[src/rtl/rv_mc_core.sv]
// rv_mc_core: multi-cycle RV32I-subset core (OP-IMM, LUI, AUIPC, JAL, JALR, EBREAK).
// Each instruction takes one fetch-request state, one fetch-wait state and one
// execute state. The core halts on ebreak or any illegal instruction.
//
// Parameters
//   RF_ADDR_W     register index width (5 = RV32I, 4 = RV32E)
//   RESET_PC      PC loaded on reset
// Ports
//   clk, rst                     clock, asynchronous active-low reset
//   imem_req_valid/ready         fetch request handshake
//   imem_addr                    fetch address (current PC)
//   imem_rsp_valid/data          fetched instruction word
//   commit_valid/pc/rd/wdata     registered one-cycle retire record
//   halted, halt_code            sticky stop flag and a0 (or all-ones if illegal)
module rv_mc_core #(
  parameter int unsigned RF_ADDR_W = 5,
  parameter logic [31:0] RESET_PC  = 32'h8000_0000
) (
  input  logic        clk,
  input  logic        rst,
  output logic        imem_req_valid,
  input  logic        imem_req_ready,
  output logic [31:0] imem_addr,
  input  logic        imem_rsp_valid,
  input  logic [31:0] imem_rsp_data,
  output logic        commit_valid,
  output logic [31:0] commit_pc,
  output logic [4:0]  commit_rd,
  output logic [31:0] commit_wdata,
  output logic        halted,
  output logic [31:0] halt_code
);

  localparam int unsigned NREGS = 1 << RF_ADDR_W;

  localparam logic [6:0]  OP_IMM   = 7'b0010011;
  localparam logic [6:0]  OP_LUI   = 7'b0110111;
  localparam logic [6:0]  OP_AUIPC = 7'b0010111;
  localparam logic [6:0]  OP_JAL   = 7'b1101111;
  localparam logic [6:0]  OP_JALR  = 7'b1100111;
  localparam logic [6:0]  OP_SYS   = 7'b1110011;
  localparam logic [31:0] EBREAK   = 32'h0010_0073;

  typedef enum logic [1:0] {S_IF_REQ, S_IF_WAIT, S_EXEC, S_HALT} state_e;

  state_e      state_q, state_d;
  logic [31:0] pc_q, pc_d;
  logic [31:0] ir_q, ir_d;
  logic        commit_valid_q, commit_valid_d;
  logic [31:0] commit_pc_q, commit_pc_d;
  logic [4:0]  commit_rd_q, commit_rd_d;
  logic [31:0] commit_wdata_q, commit_wdata_d;
  logic        halted_q, halted_d;
  logic [31:0] halt_code_q, halt_code_d;

  logic [31:0] rf_q [NREGS];
  logic        rf_we;

  // ---------------------------------------------------------------- decode
  logic [6:0]  opcode, funct7;
  logic [2:0]  funct3;
  logic [4:0]  rd_idx, rs1_idx, shamt;
  logic [31:0] imm_i, imm_u, imm_j, rs1_val;

  assign opcode  = ir_q[6:0];
  assign rd_idx  = ir_q[11:7];
  assign funct3  = ir_q[14:12];
  assign rs1_idx = ir_q[19:15];
  assign shamt   = ir_q[24:20];
  assign funct7  = ir_q[31:25];
  assign imm_i   = {{20{ir_q[31]}}, ir_q[31:20]};
  assign imm_u   = {ir_q[31:12], 12'b0};
  assign imm_j   = {{11{ir_q[31]}}, ir_q[31], ir_q[19:12], ir_q[20], ir_q[30:21], 1'b0};
  assign rs1_val = (rs1_idx == 5'd0) ? 32'd0 : rf_q[rs1_idx[RF_ADDR_W-1:0]];

  // Register index beyond the implemented file (only possible in RV32E mode).
  function automatic logic idx_oob(input logic [4:0] idx);
    return {27'b0, idx} >= NREGS;
  endfunction

  // --------------------------------------------------------------- execute
  logic [31:0] result, next_pc, target;
  logic        illegal, is_ebreak;

  // NOTE: every signal written here gets a default first, so no path through
  // the case statements can leave it unassigned and infer a latch.
  always_comb begin
    result    = 32'd0;
    next_pc   = pc_q + 32'd4;
    target    = 32'd0;
    illegal   = 1'b0;
    is_ebreak = 1'b0;
    case (opcode)
      OP_IMM: begin
        illegal = idx_oob(rs1_idx) || idx_oob(rd_idx);
        case (funct3)
          3'b000: result = rs1_val + imm_i;
          3'b010: result = {31'b0, $signed(rs1_val) < $signed(imm_i)};
          3'b011: result = {31'b0, rs1_val < imm_i};
          3'b100: result = rs1_val ^ imm_i;
          3'b110: result = rs1_val | imm_i;
          3'b111: result = rs1_val & imm_i;
          3'b001: begin
            result = rs1_val << shamt;
            if (funct7 != 7'b0000000) illegal = 1'b1;
          end
          default: begin  // 3'b101: srli / srai selected by funct7
            if (funct7 == 7'b0000000)      result = rs1_val >> shamt;
            else if (funct7 == 7'b0100000) result = $unsigned($signed(rs1_val) >>> shamt);
            else                           illegal = 1'b1;
          end
        endcase
      end
      OP_LUI: begin
        result  = imm_u;
        illegal = idx_oob(rd_idx);
      end
      OP_AUIPC: begin
        result  = pc_q + imm_u;
        illegal = idx_oob(rd_idx);
      end
      OP_JAL: begin
        result  = pc_q + 32'd4;
        target  = pc_q + imm_j;
        next_pc = target;
        illegal = idx_oob(rd_idx) || target[1];
      end
      OP_JALR: begin
        result  = pc_q + 32'd4;
        target  = (rs1_val + imm_i) & ~32'd1;
        next_pc = target;
        illegal = (funct3 != 3'b000) || idx_oob(rs1_idx) || idx_oob(rd_idx) || target[1];
      end
      OP_SYS: begin
        if (ir_q == EBREAK) is_ebreak = 1'b1;
        else                illegal   = 1'b1;
      end
      default: illegal = 1'b1;
    endcase
  end

  // ------------------------------------------------------------------- FSM
  always_comb begin
    state_d        = state_q;
    pc_d           = pc_q;
    ir_d           = ir_q;
    commit_valid_d = 1'b0;
    commit_pc_d    = commit_pc_q;
    commit_rd_d    = commit_rd_q;
    commit_wdata_d = commit_wdata_q;
    halted_d       = halted_q;
    halt_code_d    = halt_code_q;
    rf_we          = 1'b0;
    case (state_q)
      S_IF_REQ: if (imem_req_ready) state_d = S_IF_WAIT;
      S_IF_WAIT: begin
        if (imem_rsp_valid) begin
          ir_d    = imem_rsp_data;
          state_d = S_EXEC;
        end
      end
      S_EXEC: begin
        commit_valid_d = 1'b1;
        commit_pc_d    = pc_q;
        if (illegal || is_ebreak) begin
          commit_rd_d    = 5'd0;
          commit_wdata_d = 32'd0;
          halted_d       = 1'b1;
          halt_code_d    = illegal ? 32'hFFFF_FFFF : rf_q[RF_ADDR_W'(10)];
          state_d        = S_HALT;
        end else begin
          commit_rd_d    = rd_idx;
          commit_wdata_d = (rd_idx == 5'd0) ? 32'd0 : result;
          rf_we          = (rd_idx != 5'd0);
          pc_d           = next_pc;
          state_d        = S_IF_REQ;
        end
      end
      default: ;  // S_HALT: frozen until reset
    endcase
  end

  // NOTE: sequential state uses non-blocking assignments so every flop samples
  // the pre-edge values computed above, independent of statement order.
  always_ff @(posedge clk or negedge rst) begin
    if (!rst) begin
      state_q        <= S_IF_REQ;
      pc_q           <= RESET_PC;
      ir_q           <= 32'd0;
      commit_valid_q <= 1'b0;
      commit_pc_q    <= 32'd0;
      commit_rd_q    <= 5'd0;
      commit_wdata_q <= 32'd0;
      halted_q       <= 1'b0;
      halt_code_q    <= 32'd0;
    end else begin
      state_q        <= state_d;
      pc_q           <= pc_d;
      ir_q           <= ir_d;
      commit_valid_q <= commit_valid_d;
      commit_pc_q    <= commit_pc_d;
      commit_rd_q    <= commit_rd_d;
      commit_wdata_q <= commit_wdata_d;
      halted_q       <= halted_d;
      halt_code_q    <= halt_code_d;
    end
  end

  // NOTE: the register file is built from flops with reset because every
  // register must read 0 after reset; a RAM macro could not provide that.
  always_ff @(posedge clk or negedge rst) begin
    if (!rst) begin
      for (int i = 0; i < NREGS; i++) rf_q[i] <= 32'd0;
    end else if (rf_we) begin
      rf_q[rd_idx[RF_ADDR_W-1:0]] <= commit_wdata_d;
    end
  end

  // Gated by rst so no request is visible while reset is held.
  assign imem_req_valid = (state_q == S_IF_REQ) && rst;
  assign imem_addr      = pc_q;
  assign commit_valid   = commit_valid_q;
  assign commit_pc      = commit_pc_q;
  assign commit_rd      = commit_rd_q;
  assign commit_wdata   = commit_wdata_q;
  assign halted         = halted_q;
  assign halt_code      = halt_code_q;

endmodule

[config.mk]
export PLATFORM = sky130hd
export DESIGN_NAME = rv_mc_core
export DESIGN_NICKNAME = d
export VERILOG_FILES = /design/src/rtl/rv_mc_core.sv
export SDC_FILE = /design/constraint.sdc
export NUM_CORES = 2
export LEC_CHECK = 0
export ABC_AREA = 1
export CELL_PAD_IN_SITES_DETAIL_PLACEMENT = 2
export CELL_PAD_IN_SITES_GLOBAL_PLACEMENT = 2
export CORE_AREA = 2 2 609 308
export CTS_BUF_LIST = sky130_fd_sc_hd__clkbuf_8
export DETAILED_ROUTE_END_ITERATION = 6
export DIE_AREA = 0 0 611 310
export HOLD_SLACK_MARGIN = 0.15
export PLACE_DENSITY_LB_ADDON = 0.1
export SLEW_MARGIN = 0
export SYNTH_ARGS = -nofsm -noshare
export SYNTH_HDL_FRONTEND = slang
export SYNTH_SLANG_ARGS = --single-unit
[constraint.sdc]
create_clock -name clk -period 5.8 [get_ports clk]
set_clock_uncertainty 0.05 [all_clocks]
set_input_delay 1.16 -clock clk [delete_from_list [all_inputs] [get_ports clk]]
set_output_delay 1.16 -clock clk [all_outputs]
set_load 0.01 [all_outputs]
=== After elaboration in Yosys (flattened, before gate mapping) ===
Cells that the tools add are included.
Widths: inputs -> output; s select.

* Add/subtract/negate cells: 4
* Magnitude comparators: 5
* Equality and inequality tests: 18
* Shift operators: 3
* Muxes and demuxes: 32
* Bitwise operators: 6
* Reductions and logical operators: 20

{| class="wikitable"
|+ Operators with widths
! kind !! number
|-
| $bwmux 1024 || 1
|-
| $mux 32 || 10
|-
| $pmux 32 s7 || 1
|-
| $bmux 32 s5 || 1
|-
| $demux 32 s5 || 1
|-
| $pmux 32 s4 || 1
|-
| $add 32x32->32 || 3
|-
| $pmux 32 s2 || 1
|-
| $add 32x3->32 const B || 1
|-
| $and 32x32->32 || 1
|-
| $eq 32x21->1 const B || 1
|-
| $lt 32x12->1 || 1
|-
| $lt 32x32->1 || 1
|-
| $or 32x32->32 || 1
|-
| $shl 32x5->32 || 1
|-
| $shr 32x5->32 || 1
|-
| $sshr 32x5->32 || 1
|-
| $xor 32x32->32 || 1
|-
| $eq 7x7->1 const B || 3
|-
| $eq 7x5->1 const B || 2
|-
| $eq 7x6->1 const B || 2
|-
| $ge 6x6->1 const B || 2
|-
| $not 5->6 || 2
|-
| $logic_not 5->1 || 2
|-
| 26 further kinds || 46
|}

* Register bits after elaboration: 1,193
* Input bits: 36
* Output and inout bits: 136
* Word-level logic and storage cells: 129

=== Longest topological paths before layout ===
* Depth in word-level cells: 14
* Gate-level depth with buffers: 37
* Depth with buffers taken out: 32

=== Worst setup path before layout ===
Ideal clock, no wire load.

* Kind: flip-flop to flip-flop
* Start point: register ir_q[31]
* End point: register rf_q[123] in the netlist's numbering
* Library setup time: 0.066 ns
* Arrival time: 4.108 ns
* Data required time: 5.684 ns
* Setup slack: 1.576 ns
* Cell stages (with the launch flop): 24
* Path buffers: 1
* Period minus slack after synthesis: 4.224 ns
* Path through: dfrtp_1 > inv_1 > ha_1 > nor2_1 > inv_1 > nor2_1 > inv_1 > nor3_1 > nand3_1 > nand3_1 > inv_1 > o21bai_1 > or2_2 > nand3_1 > o211ai_1 > inv_1 > nand2_1 > nand2_1 > nand2_1 > nand2_1 > nand2_2 > buf_6 > nand2_1 > nand2_1

* Longest elaborated chain between the ends: 9
* Elaborated cells on any way between the ends: 27
* Those cells by class: 1 x add/sub; 2 x eq/ne; 18 x mux; 3 x bitwise; 3 x reduce/logical

{| class="wikitable"
|+ Ends and longest elaborated chain
! item !! line !! text
|-
| start: declaration || 48 || <nowiki>logic [31:0] ir_q, ir_d;</nowiki>
|-
| start signal: assignment || 199 || <nowiki>ir_q <= ir_d;</nowiki>
|-
| branches (longest 9 deep; another with $add 32x32->32) || n/a ||
|-
| end signal: indexed assignment || 215 || <nowiki>rf_q[rd_idx[RF_ADDR_W-1:0]] <= commit_wdata_d;</nowiki>
|-
| end: declaration || 56 || <nowiki>logic [31:0] rf_q [NREGS];</nowiki>
|}

Several ways; the timed one is not identified.
A chain may end at the register's enable or synchronous reset.

=== Worst setup path in the final report ===
* Start point: register pc_q[27], in the netlist imem_addr[27]
* End point: register rf_q[508] in the netlist's numbering

* Longest elaborated chain between the ends: 6
* Elaborated cells on any way between the ends: 7
* Those cells by class: 2 x add/sub; 5 x mux

{| class="wikitable"
|+ Ends and longest elaborated chain
! item !! line !! text
|-
| start: declaration || 47 || <nowiki>logic [31:0] pc_q, pc_d;</nowiki>
|-
| start signal: assignment || 198 || <nowiki>pc_q <= pc_d;</nowiki>
|-
| $add 32x3->32 or $add 32x32->32 (tied branches) || 123, 129, 119 ||
|-
| $pmux 32 s4 * || 93 || <nowiki>case (opcode)</nowiki>
|-
| $mux 32 * || 173 || <nowiki>commit_wdata_d = (rd_idx == 5'd0) ? 32'd0 : result;</nowiki>
|-
| $mux 32 * || 165 || <nowiki>if (illegal || is_ebreak) begin</nowiki>
|-
| $mux 32 * || 154 || <nowiki>case (state_q)</nowiki>
|-
| $bwmux 1024 * || 215 ||
|}

Mark *: on every way between the ends. The rest lies on a longest branch, timed or not.

==> results.txt <==
- The run finished, with violations left.
- The final reports fail on DRC, capacitance limit, setup timing.
- During synthesis, Yosys emitted a total of 0 warnings.
- Counting the buffers created by CTS gives 195.
* Met3 routed wirelength: 84.0 mm
* Power per cell area: 652 mW/mm^2
- Max rail drop VDD: 0.865 mV
- Total number of H-tree levels: 4
* Kind of capture point of the worst setup path: flip-flop
- Largest buffer count on any clock path: 4
- Floorplan core area: 0.185 mm^2
- In this design, the critical path's most frequently occurring cell is sky130_fd_sc_hd__nand2_1.
- Highest metal used: met5
- After the first detailed-routing iteration, the DRC count stood at 12700.
- For this block, the routed nets add up to 488 mm of wire.
- Critical path arrival: 7.03 ns
- The largest single stage delay on the critical path is 1.29 ns.
* Slowest cell on the critical path: sky130_fd_sc_hd__nand4_1
- Summing the areas of all fa, ha and maj instances in the mapped netlist gives 2.73% of the synthesized area.
- Along the worst path, the maximum fanout reaches 23.
- Area Growth Syn to Fin: 26.0%
* Ys flop type: sky130_fd_sc_hd__dfrtp_1
- Timing analysis after detailed placement gives a worst setup slack of -0.315 ns.
* Worst relative slew slack: 1.21%
- Hold is met by 0.331 ns.
* Multiplexer share of the synthesized area: 0.0664%
- Final weighted congestion of routability-driven global placement: 1.14
* Final core occ: 46.2%
- TritonCTS built the clock tree.
- After synthesis, the largest family of logic cells by area is simple AND/OR/NAND/NOR gates.
- Cell at the root of the clock tree: sky130_fd_sc_hd__clkbuf_8
- Nets: 10600
- Power after layout: 55.7 mW
- The worst setup path is launched from a flip-flop.
- Average wire per cell in the routed design: 37.5 um
- Avg Cell Area, Syn: 6.99 um^2
* Overall die width: 611 um
* Async set or reset register ratio after synthesis: 100%
- Number of detailed-routing iterations run before antenna repair: 7
- Synthesized instance count: 9699
- Final hold violations: 0
- Summing the areas of all compound-gate instances in the mapped netlist gives 4.85% of the synthesized area.
- Setup slack on the critical path of the routed design comes to -0.368 ns.
- Ranked by total cell area, the synthesized netlist is headed by sky130_fd_sc_hd__dfrtp_1 (44%), sky130_fd_sc_hd__nand2_1 (28%), sky130_fd_sc_hd__nand3_1 (8.8%), sky130_fd_sc_hd__ha_1 (2.6%), sky130_fd_sc_hd__inv_1 (1.6%).
- The number of max-slew violations in the final report came to 0.
- The clock drives 1191 sinks.
- Of the post-synthesis cell area, the dominant cell type holds 43.9%.
- Via count of the first global-routing pass: 81400
* Number of input and output port buffers inserted: 169
- Using the TritonRoute via totals, the vias-per-cell ratio works out to 6.34.
* Peak clock frequency supported by timing: 162 MHz
- Detailed routing placed a total of 176 mm of wire on met2.
- Fraction of the yosys area taken by sequential cells: 44.0%
* Tightest Hold Check Type: reg -> reg
- Number of vias after detailed routing: 82400
* Clock latency on the worst-skew pair: 1.02 ns
- Entering global routing, the biggest net connects 148 pins.
* GRT Total Usage: 47.6%
* Floorplan row count: 112
- In the post-synthesis netlist, the cell with the most instances is sky130_fd_sc_hd__nand2_1.
* RSZ-0062 raised after global routing: yes
* Ratio of final minimum period to clock period: 106%
- Summing the areas of all xor and xnor instances in the mapped netlist gives 0.633% of the synthesized area.
- Clock-pin slew was measured on the worst setup and hold paths at 0.07 ns.
- Cell area after synthesis: 0.0678 mm^2
- Required time of the critical path: 6.66 ns
* P_leak: 44.7 nW
* Reported max-cap violation count: 1
- At the pin with the least slew margin, the transition time is 1.48 ns.
* Final setup vio count: 491
- Synthesis instantiated 65 different standard cells from the library.
* Residual DRC: 27
- Hold-critical path depth: 0
- FF-to-FF path depth: 13
- Global-route wire length before repair: 639 mm
- 172 I/O pins were placed.
- The die covers 0.189 mm^2.
- Cell type with the largest total area after synthesis: sky130_fd_sc_hd__dfrtp_1
- Of the cells placed in the final design, the portion with a size suffix greater than 1 is 15.6%.
- After global routing the overflow that remains totals 0.
- The initial utilization of the core area, before any placement, comes to 36.7%.
- Simple-gate share of the synthesized area: 40.5%
- Antenna violations before repair: 56
* Wire length on met1: 205 mm
* HPWL reported at the end of detailed placement: 336 mm
* Ranking of synthesized cells by instance count: sky130_fd_sc_hd__nand2_1 (5081), sky130_fd_sc_hd__nand3_1 (1194), sky130_fd_sc_hd__dfrtp_1 (1190)
* Synthesized flop and latch total: 1191
- Counting I/O delays and the setup requirement, the final critical path takes 6.17 ns.
- Traced cell by cell, the critical path runs through nand2_1 > nor4_1 > nand4_1 > xor2_1 > o221ai_1 > clkinv_1 > nand2_1 > buf_12 > nand2_1 > nand2_2 > buf_12 > nand2_1 > nand2_1.
* Die H: 310 um
- Antenna-violating nets left: 0
- CP Class: reg -> reg
- The layout has 21100 filler cells.
* EDFF count, synth: 0
==> metal layers <==
metal / vias to the layer above / GRT usage (%)
met4: 90 / 13.1
met1: 42900 / 67.2
met3: 1243 / 27.7
met2: 6116 / 58.2
met5: - / 15.1
li1: 32000 / -
==> final timing paths <==
path                                from          to  slack, ns
max                        imem_addr[27]   rf_q[508]      -0.37
min                           rf_q[1006]  rf_q[1006]       0.33
max reg2reg                imem_addr[27]   rf_q[508]      -0.37
min reg2reg                   rf_q[1006]  rf_q[1006]       0.33
max in group asynchronous            rst   rf_q[975]       2.82
min in group asynchronous            rst   rf_q[771]       0.68
==> placed cells by master (no fill, tap or decap), types with 14 or more instances in the layout <==
master                            instances
sky130_fd_sc_hd__nand2_1               5012
sky130_fd_sc_hd__dfrtp_1               1183
sky130_fd_sc_hd__nand3_1               1161
sky130_fd_sc_hd__buf_4                  677
sky130_fd_sc_hd__inv_1                  333
sky130_fd_sc_hd__clkbuf_8               255
sky130_fd_sc_hd__buf_12                 238
sky130_fd_sc_hd__nor2_1                 216
sky130_fd_sc_hd__o21ai_0                182
sky130_fd_sc_hd__a21oi_1                174
sky130_fd_sc_hd__clkdlybuf4s50_1        168
sky130_fd_sc_hd__ha_1                   129
sky130_fd_sc_hd__nand2_2                 78
sky130_fd_sc_hd__inv_2                   62
sky130_fd_sc_hd__nand3_2                 50
sky130_fd_sc_hd__diode_2                 44
sky130_fd_sc_hd__xor2_1                  40
sky130_fd_sc_hd__nor3_4                  32
sky130_fd_sc_hd__o21ai_1                 29
sky130_fd_sc_hd__nand4_1                 29
sky130_fd_sc_hd__nor2_2                  27
sky130_fd_sc_hd__nor3_1                  26
sky130_fd_sc_hd__buf_6                   23
sky130_fd_sc_hd__o211ai_1                22
sky130_fd_sc_hd__o22ai_1                 21
sky130_fd_sc_hd__a221oi_1                21
sky130_fd_sc_hd__a31oi_1                 20
sky130_fd_sc_hd__nand2_4                 19
sky130_fd_sc_hd__clkbuf_16               15
sky130_fd_sc_hd__a21oi_2                 14
sky130_fd_sc_hd__or2_2                   14
==> registers in the layout (all words and copies together) (netlist names) <==
signal and cells:
halt_code 32, commit_pc 31, state_q 2, commit_rd 5
ir_q 32, imem_addr 31, rf_q 1024, commit_wdata 32
halted 1, commit_valid 1
==> area by class of cell <==
cell class	instances	area (um^2)	area share (%)
repair inverters	2	46.3	0.0542
inverters	350	1370	1.60
diodes	44	110	0.129
repair buffers	1148	12800	14.9
multi-input cells	7488	34300	40.2
well taps	2451	3070	3.59
clock inverters	75	393	0.460
flip-flops and latches	1191	29800	34.9
clock buffers	255	3510	4.11
==> timing repair <==
item                                    CTS  global route
buffers inserted                         12            27
endpoints found under the setup margin  566           731
endpoints found under the hold margin    17             0
pin swaps                                 6            29
cloned                                    7            14
resized for setup                        86           250
hold buffers                              1             0
==> where the power goes <==
group | internal (mW) | switching, mW
Combinational | 11.6 | 26.4
Sequential | 8.69 | 0.670
Clock | 4.03 | 4.25
==> critical path: cells and delay by family, from the launching register on <==
family / cells / cell delay (ns)
AND/OR/NAND/NOR: 8 / 3.43
AO/OA/AOI/OAI: 1 / 0.30
flip-flops: 1 / 1.03
buffers and inverters: 3 / 0.66
XOR/XNOR: 1 / 0.53
==> per-stage QoR <==
stage                     TNS [ns]  instances  instance area, um^2
after CTS                        0      12900                83700
after global routing        -62.17      13000                85300
after global placement      -21.39      12600                79100
after detailed placement    -73.40      12600                79100
after floorplan                  0       9700                67800
final                       -43.08      13000                85400
==> logic make-up (layout without fill, tap and decap cells) <==
group,after synthesis,count (layout)
compound gates,570,570
xor+xnor,49,49
fa+ha+maj,146,146
buf+inv,1021,1830
flops,1191,1191
mux,4,4
other cells,1,46
simple gates,6717,6717
(Power assumes the default switching activity.)
